$ cat config.mk
export PLATFORM = sky130hd
export DESIGN_NAME = qos_cfg_bank
export DESIGN_NICKNAME = d
export VERILOG_FILES = /design/src/rtl/qos_cfg_bank.sv
export SDC_FILE = /design/constraint.sdc
export NUM_CORES = 1
export LEC_CHECK = 0
export ABC_AREA = 0
export BUFFER_PORTS_ARGS = -buffer_cell sky130_fd_sc_hd__buf_4
export CORE_ASPECT_RATIO = 0.75
export CORE_MARGIN = 2
export CORE_UTILIZATION = 49
export CTS_BUF_LIST = sky130_fd_sc_hd__clkbuf_2
export CTS_CLUSTER_DIAMETER = 120
export DETAILED_ROUTE_END_ITERATION = 8
export PLACE_DENSITY_LB_ADDON = 0.2
export REMOVE_ABC_BUFFERS = 1
export SLEW_MARGIN = 5
export SYNTH_ARGS = -nofsm -noshare
export SYNTH_HDL_FRONTEND = slang
export SYNTH_SLANG_ARGS = --single-unit
export TNS_END_PERCENT = 100
$ cat constraint.sdc
create_clock -name clk -period 2.1 [get_ports clk]
set_input_delay 0.315 -clock clk [delete_from_list [all_inputs] [get_ports clk]]
set_output_delay 0.315 -clock clk [all_outputs]
set_load 0.02 [all_outputs]
$ cat src/rtl/qos_cfg_bank.sv
`default_nettype none
// ============================================================================
// Module   : qos_cfg_bank
// Purpose  : Shadow/active QoS configuration bank. Shadow writes are committed
//            atomically on a scheduler round boundary after validation.
//            Optional readback port enabled by defining QOS_CFG_READBACK_EN.
// Revision : 1.0 - initial release
// ============================================================================
module qos_cfg_bank #(
   parameter int  QUEUE_QUANTITY    = 4,
   parameter int  TABLE_SIZE        = 8,
   parameter int  MAX_WEIGHT        = 64,
   parameter int  TIPOS_ROUND_ROBIN = 3,
   localparam int W = $clog2(MAX_WEIGHT),
   localparam int R = $clog2(TIPOS_ROUND_ROBIN),
   localparam int Q = $clog2(QUEUE_QUANTITY),
   localparam int N = 1 + QUEUE_QUANTITY + 2*TABLE_SIZE,
   localparam int A = $clog2(N)
) (
   input  logic                         clk,
   input  logic                         rst,
   input  logic                         wr_valid,
   input  logic [A-1:0]                 wr_addr,
   input  logic [W-1:0]                 wr_data,
   output logic                         wr_ready,
   input  logic                         iniciar,
   input  logic                         frontera,
   input  logic                         abortar,
   output logic [R-1:0]                 seleccion_roundRobin_out,
   output logic [QUEUE_QUANTITY*W-1:0]  pesos_out,
   output logic [TABLE_SIZE*W-1:0]      pesosArbitraje_out,
   output logic [TABLE_SIZE*Q-1:0]      selecciones_out,
   output logic                         busy,
   output logic                         commit_done,
`ifdef QOS_CFG_READBACK_EN
   input  logic [A-1:0]                 rd_addr,
   output logic [W-1:0]                 rd_data,
`endif
   output logic [1:0]                   cfg_err
);

   typedef enum logic [1:0] {
      IDLE   = 2'd0,
      PEND   = 2'd1,
      COMMIT = 2'd2
   } state_t;

   state_t         state;
   logic [R-1:0]   rr_sh;
   logic [W-1:0]   pesos_sh [QUEUE_QUANTITY];
   logic [W-1:0]   arb_sh   [TABLE_SIZE];
   logic [Q-1:0]   sel_sh   [TABLE_SIZE];
   logic           err_addr;
   logic           err_commit;
   logic           shadow_ok;

   assign wr_ready = (state == IDLE);
   assign busy     = (state == PEND) || (state == COMMIT);
   assign cfg_err  = {err_commit, err_addr};

   // Shadow bank: written only while IDLE, so it is stable through PEND/COMMIT
   always_ff @(posedge clk or negedge rst) begin
      if (!rst) begin
         rr_sh    <= '0;
         err_addr <= 1'b0;
         for (int i = 0; i < QUEUE_QUANTITY; i++) pesos_sh[i] <= W'(1);
         for (int i = 0; i < TABLE_SIZE; i++) begin
            arb_sh[i] <= W'(1);
            sel_sh[i] <= Q'(i % QUEUE_QUANTITY);
         end
      end else if (wr_valid && wr_ready) begin
         if (int'(wr_addr) >= N) err_addr <= 1'b1;
         if (wr_addr == '0) rr_sh <= wr_data[R-1:0];
         for (int i = 0; i < QUEUE_QUANTITY; i++)
            if (int'(wr_addr) == 1 + i) pesos_sh[i] <= wr_data;
         for (int i = 0; i < TABLE_SIZE; i++) begin
            if (int'(wr_addr) == 1 + QUEUE_QUANTITY + i) arb_sh[i] <= wr_data;
            if (int'(wr_addr) == 1 + QUEUE_QUANTITY + TABLE_SIZE + i) sel_sh[i] <= wr_data[Q-1:0];
         end
      end
   end

   // A zero weight would starve a queue, so such a configuration is rejected
   always_comb begin
      shadow_ok = 1'b1;
      for (int i = 0; i < QUEUE_QUANTITY; i++)
         if (pesos_sh[i] == '0) shadow_ok = 1'b0;
      for (int i = 0; i < TABLE_SIZE; i++)
         if (arb_sh[i] == '0) shadow_ok = 1'b0;
   end

   always_ff @(posedge clk or negedge rst) begin
      if (!rst) begin
         state                    <= IDLE;
         commit_done              <= 1'b0;
         err_commit               <= 1'b0;
         seleccion_roundRobin_out <= '0;
         for (int i = 0; i < QUEUE_QUANTITY; i++) pesos_out[i*W +: W] <= W'(1);
         for (int i = 0; i < TABLE_SIZE; i++) begin
            pesosArbitraje_out[i*W +: W] <= W'(1);
            selecciones_out[i*Q +: Q]    <= Q'(i % QUEUE_QUANTITY);
         end
      end else begin
         commit_done <= 1'b0;
         case (state)
            IDLE: begin
               if (iniciar && frontera) state <= COMMIT;
               else if (iniciar)        state <= PEND;
            end
            PEND: begin
               if (abortar)       state <= IDLE;
               else if (frontera) state <= COMMIT;
            end
            COMMIT: begin
               state <= IDLE;
               if (shadow_ok) begin
                  commit_done              <= 1'b1;
                  seleccion_roundRobin_out <= rr_sh;
                  for (int i = 0; i < QUEUE_QUANTITY; i++) pesos_out[i*W +: W] <= pesos_sh[i];
                  for (int i = 0; i < TABLE_SIZE; i++) begin
                     pesosArbitraje_out[i*W +: W] <= arb_sh[i];
                     selecciones_out[i*Q +: Q]    <= sel_sh[i];
                  end
               end else begin
                  err_commit <= 1'b1;
               end
            end
            default: state <= IDLE;
         endcase
      end
   end

`ifdef QOS_CFG_READBACK_EN
   always_ff @(posedge clk or negedge rst) begin
      if (!rst) begin
         rd_data <= '0;
      end else begin
         rd_data <= '0;
         if (rd_addr == '0) rd_data <= W'(rr_sh);
         for (int i = 0; i < QUEUE_QUANTITY; i++)
            if (int'(rd_addr) == 1 + i) rd_data <= pesos_sh[i];
         for (int i = 0; i < TABLE_SIZE; i++) begin
            if (int'(rd_addr) == 1 + QUEUE_QUANTITY + i) rd_data <= arb_sh[i];
            if (int'(rd_addr) == 1 + QUEUE_QUANTITY + TABLE_SIZE + i) rd_data <= W'(sel_sh[i]);
         end
      end
   end
`endif

endmodule
`default_nettype wire

# == Word level (Yosys, flattened, before mapping) ==
# Index checks and enable logic that the tools add are counted.
# totals
register_bits,185
input_bits,17
out_inout_bits,95
wordCells,116
# op_classes
n_lt_le_gt_ge,1
n_eq_ne,24
muxes,19
n_bitwise,1
n_reduce_logical,42
# op_table
operator,n
logical NOT 6 bit,12
== test 5 bit (second input constant),13
AND reduction 2 bit,25
== test 5 x 4 -> 1 bit (second input constant),4
2-to-1 mux 1 bit,14
== test 5 x 3 -> 1 bit (second input constant),2
2-to-1 mux 2 bit,4
== test 5 x 2 -> 1 bit (second input constant),1
greater-or-equal comparator 5 bit (second input constant),1
logical NOT 5 bit,1
case mux 2 bit (2 select lines),1
!= test 3 x 1 -> 1 bit (second input constant),1
!= test 3 bit (second input constant),1
== test 2 x 1 -> 1 bit (second input constant),1
== test 2 bit (second input constant),1
logical AND 1 bit,2
logical NOT 2 bit,1
logical OR 1 bit,1
NOT 1 bit,1

# == Logic depth before layout (Yosys ltp) ==
# depth
word_depth,15
depth_mapped,7
mapped_depth_nobuf,7

# == Worst setup path after synthesis ==
# Ideal clock, no wire load.
# synth_timing
path_kind,reg-to-reg
from,reg state[0]
to,reg pesos_sh[1] (netlist name)
setup_ps,125
arrival_time_ps,2086
required_time_ps,1975
slack_ps,-111
stages_incl_launch_ff,8
cell_sequence,dfrtp_1 inv_1 ha_1 nand2_1 nor2_1 nand2_1 nor3_1 mux2_2
# synth_via
elab_chain_cells,3
# synth_lines
item,line,rtl
from (decl),48,state_t state;
from (signal assigned),94,state <= IDLE;
from (signal assigned),107,if (iniciar && frontera) state <= COMMIT;
from (signal assigned),108,else if (iniciar) state <= PEND;
logical NOT 2 bit,57,assign wr_ready = (state == IDLE);
net wr_ready,25,"output logic wr_ready,"
logical AND 1 bit,71,end else if (wr_valid && wr_ready) begin
AND reduction 2 bit (no line),--,
to (decl),50,logic [W-1:0] pesos_sh [QUEUE_QUANTITY];
# The timed path passes the listed nets, and every way through them passes these cells.
# A chain may end at the register's enable or synchronous reset.

# == Worst setup path in the final report ==
# layout_timing
from,reg arb_sh[38] (netlist name)
to,reg selecciones_out[4]
# layout_via
elab_chain_cells,9
# layout_lines
item,line,rtl
from (decl),51,logic [W-1:0] arb_sh [TABLE_SIZE];
logical NOT 6 bit,89,if (arb_sh[i] == '0) shadow_ok = 1'b0;
2-to-1 mux 1 bit (7 in series),89,
AND reduction 2 bit (no line),--,
"to (signal, indexed assignment)",101,selecciones_out[i*Q +: Q] <= Q'(i % QUEUE_QUANTITY);
"to (signal, indexed assignment)",122,selecciones_out[i*Q +: Q] <= sel_sh[i];
to (decl),32,"output logic [TABLE_SIZE*Q-1:0] selecciones_out,"
# Every way passes these cells.

==> impl_metrics.env <==
export IMPL_status="finished, violations left"
export IMPL_violations="negative setup slack"
export IMPL_required_ns=2.78
export IMPL_powerDensity_mw_per_mm2=953
export IMPL_ys_ff_latch=185
export IMPL_dieArea_mm2=0.0169
export IMPL_max_freq_ghz=0.455
export IMPL_reg2reg_slack_ns=-0.1
export IMPL_synth_avg_cell_area_um2=16.4
export IMPL_ys_types=29
export IMPL_die_h_um=113
export IMPL_critPathMaxFanout=6
export IMPL_dr_pass1_iters=6
export IMPL_min_to="state[1]$_DFFE_PN0P_"
export IMPL_cp_start_kind="register"
export IMPL_start_util_pct=50.5
export IMPL_worst_clock_skew_ns=0.0492
export IMPL_drtAntennaViolNets=0
export IMPL_fp_dieW_um=149
export IMPL_fin_crit_ns=2.20
export IMPL_drive_gt1_share_pct=64.6
export IMPL_grt_pass1_wl_mm=26.8
export IMPL_utilization_pct=64.3
export IMPL_finalHoldViolCount=0
export IMPL_clk_path_buf_depth=2
export IMPL_grt_overflow_total=0
export IMPL_finalSetupViolations=63
export IMPL_insertion_delay_ns=0.75
export IMPL_ioPinCount=112
export IMPL_drv_cap=0
export IMPL_register_area_mm2=0.00468
export IMPL_ys_seq_area_share_pct=60.3
export IMPL_cp_arrival_ns=2.87
export IMPL_fin_ws_ns=-0.0963
export IMPL_worst_pin_slew_ns=0.474
export IMPL_leakage_uw=0.00475
export IMPL_dr_total_vias=4557
export IMPL_ir_worst_vdd_mv=0.657
export IMPL_hold_depth=5
export IMPL_r2r_cells=7
export IMPL_dp_cells=799
export IMPL_grt_max_degree=45
export IMPL_syn_area_mm2=0.00776
export IMPL_grt_usage_pct=21.1
export IMPL_cts_tree="yes"
export IMPL_grt_setup_unrepaired="yes"
export IMPL_area_growth_pct=27.2
export IMPL_worstSetupEndpointType="register"
export IMPL_wl_per_cell_um=19.6
export IMPL_critical_path_class="register to register"
export IMPL_antenna_found_initial=0
export IMPL_via_per_inst=5.20
export IMPL_multi_input_area_mm2=0.00293
export IMPL_core_area_mm2=0.0154
export IMPL_hold_path_class="input port to register"
export IMPL_cts_htree_levels=4
export IMPL_first_global_vias=4763
export IMPL_cts_sinks=185
export IMPL_maxSlewViolCount=0
export IMPL_io_buffers=111
export IMPL_gp_congestion=0.795
export IMPL_netlist_instances=474
export IMPL_final_nets=679
export IMPL_fin_cells=877
export IMPL_clk_pin_slew_ns=0.26
export IMPL_nFillCells=1153
export IMPL_max_slew_margin_rel_pct=68.4
export IMPL_totalWireLength_mm=17.2
export IMPL_dr_first_iter_drc_count=224
export IMPL_remaining_drc_errors=0
export IMPL_min_from="abortar"
export IMPL_numCtsBuffers=17
export IMPL_fin_crit_sh_pct=105
export IMPL_dp_hpwl_mm=11.1
export IMPL_r2r_start="arb_sh[38]$_DFFE_PN0P_"
export IMPL_yosysWarnings=0
export IMPL_num_rows=39
export IMPL_cts_root_buf="clkbuf_2"
export IMPL_num_antenna_cells=0
export IMPL_rr_endpoint="selecciones_out[4]$_DFFE_PN0P_"
per-layer routing:
metal  vias up  wire length, um  global-route usage, %
met4         0              217                   5.97
met2       108             7750                   31.4
met1      2359             8470                   31.4
met3        18              731                   4.68
li1       2072                -                      -
met5         -                0                      0
registers in the layout (all words and copies together), names as in the netlist:
name	cells
arb_sh	48
commit_done	1
err_addr	1
err_commit	1
pesosArbitraje_out	48
pesos_out	24
pesos_sh	24
rr_sh	2
sel_sh	16
seleccion_roundRobin_out	2
selecciones_out	16
state	2
area by class of cell:
class,count,area share (%)
Multi-Input combinational cell,263,29.7
Clock inverter,15,2.00
Timing Repair Buffer,188,17.4
Clock buffer,17,0.861
Inverter,4,0.152
Tap cell,205,2.60
Sequential cell,185,47.4
layout by cell type (no fill, tap or decap), drive strengths merged, types with 2 or more instances in the layout:
cell type	instances
nor3	4
ha	3
nand2	13
dfstp	40
nand4	2
a22oi	4
o311ai	2
dfrtp	145
clkinvlp	3
nand2b	4
nor2b	4
or4	2
nor2	21
clkbuf	20
buf	165
clkinv	5
nor4	11
mux2	180
a21oi	2
bufinv	4
nand3	3
dlygate4sd3	20
inv	7
o21ai	2
worst max path at each step:
| stage | start | to | slack (ns) |
|---|---|---|---|
| 2_1_floorplan | arb_sh[12]$_DFFE_PN1P_ | pesosArbitraje_out[34]$_DFFE_PN0P_ | -9.85 |
| 3_3_place_gp | arb_sh[39]$_DFFE_PN0P_ | pesosArbitraje_out[3]$_DFFE_PN0P_ | -0.13 |
| 3_5_place_dp | arb_sh[39]$_DFFE_PN0P_ | pesosArbitraje_out[19]$_DFFE_PN0P_ | -0.14 |
| 4_1_cts | arb_sh[12]$_DFFE_PN1P_ | pesosArbitraje_out[40]$_DFFE_PN0P_ | -0.08 |
| 5_1_grt | arb_sh[30]$_DFFE_PN1P_ | pesos_out[19]$_DFFE_PN0P_ | -0.15 |
| 6_report | arb_sh[38]$_DFFE_PN0P_ | selecciones_out[4]$_DFFE_PN0P_ | -0.1 |
cells by family after synthesis:
family                   after synthesis  share of synthesized area (%)
AO/OA/AOI/OAI                         14                           1.31
adder cells (fa/ha/maj)                3                          0.484
buffers and inverters                 26                           3.34
flip-flops                           185                           60.3
multiplexers                         180                           30.4
AND/OR/NAND/NOR                       66                           4.19
power breakdown:
group	total, uW	internal, uW	leakage, uW	switching, uW
clock network	2030	786	0.000161	1240
logic	2550	1470	0.00222	1090
registers	4830	4320	0.00237	516
total	9410	6570	0.00475	2840
cell usage after synthesis:
cell type  count  area [um2]
dfrtp_1      145        3630
mux2_2        91        1020
mux2_4        89        1340
dfstp_2       40        1050
nor2_1        21        78.8
nand2_1       13        48.8
nor4_1        11        68.8
clkbuf_1      10        37.5
buf_12         9         180
a22oi_1        4        30.0
inv_1          4        15.0
nand2b_1       4        25.0
nor2b_1        4        25.0
nor3_1         4        20.0
ha_1           3        37.5
nand3_1        3        15.0
a21oi_1        2        10.0
buf_4          2        15.0
nand4_1        2        12.5
o21ai_0        2        10.0
o311ai_1       2        17.5
or4_1          2        15.0
a32o_1         1        10.0
a41o_1         1        10.0
buf_6          1        11.3
nand3b_1       1        7.51
nor4b_1        1        8.76
o22ai_1        1        6.26
o31ai_1        1        7.51
stage by stage:
stage / instance area [um2] / TNS, ns / worst slack (ns) / power [uW] / hold WS [ns]
after floorplan: 7520 / -882.58 / -9.85 / 6010 / 0.0194
after global placement: 8940 / -9.74 / -0.128 / 6720 / 0.296
after detailed placement: 8940 / -10.70 / -0.143 / 6810 / 0.302
after CTS: 9780 / -2.61 / -0.0786 / 9320 / 0.336
after global routing: 9880 / -7.20 / -0.148 / 9910 / 0.390
final: 9880 / -2.81 / -0.0963 / 9410 / 0.433
worst max-delay path: stages (launching register included):
cell	delay (ns)
dfrtp_1	0.44
or4_4	0.55
o311ai_4	0.31
nor3_4	0.09
buf_6	0.16
buf_4	0.15
clkbuf_16	0.16
mux2_4	0.29
timing repair:
action / CTS / global route
hold buffers: 21 / 0
resized for setup: 21 / 9
pin swaps: 8 / 5
endpoints found under the hold margin: 234 / 0
endpoints found under the setup margin: 92 / 93
gates cloned: 3 / 3
setup buffers: 16 / 7
Note: power is estimated with default switching activity, not from simulation.
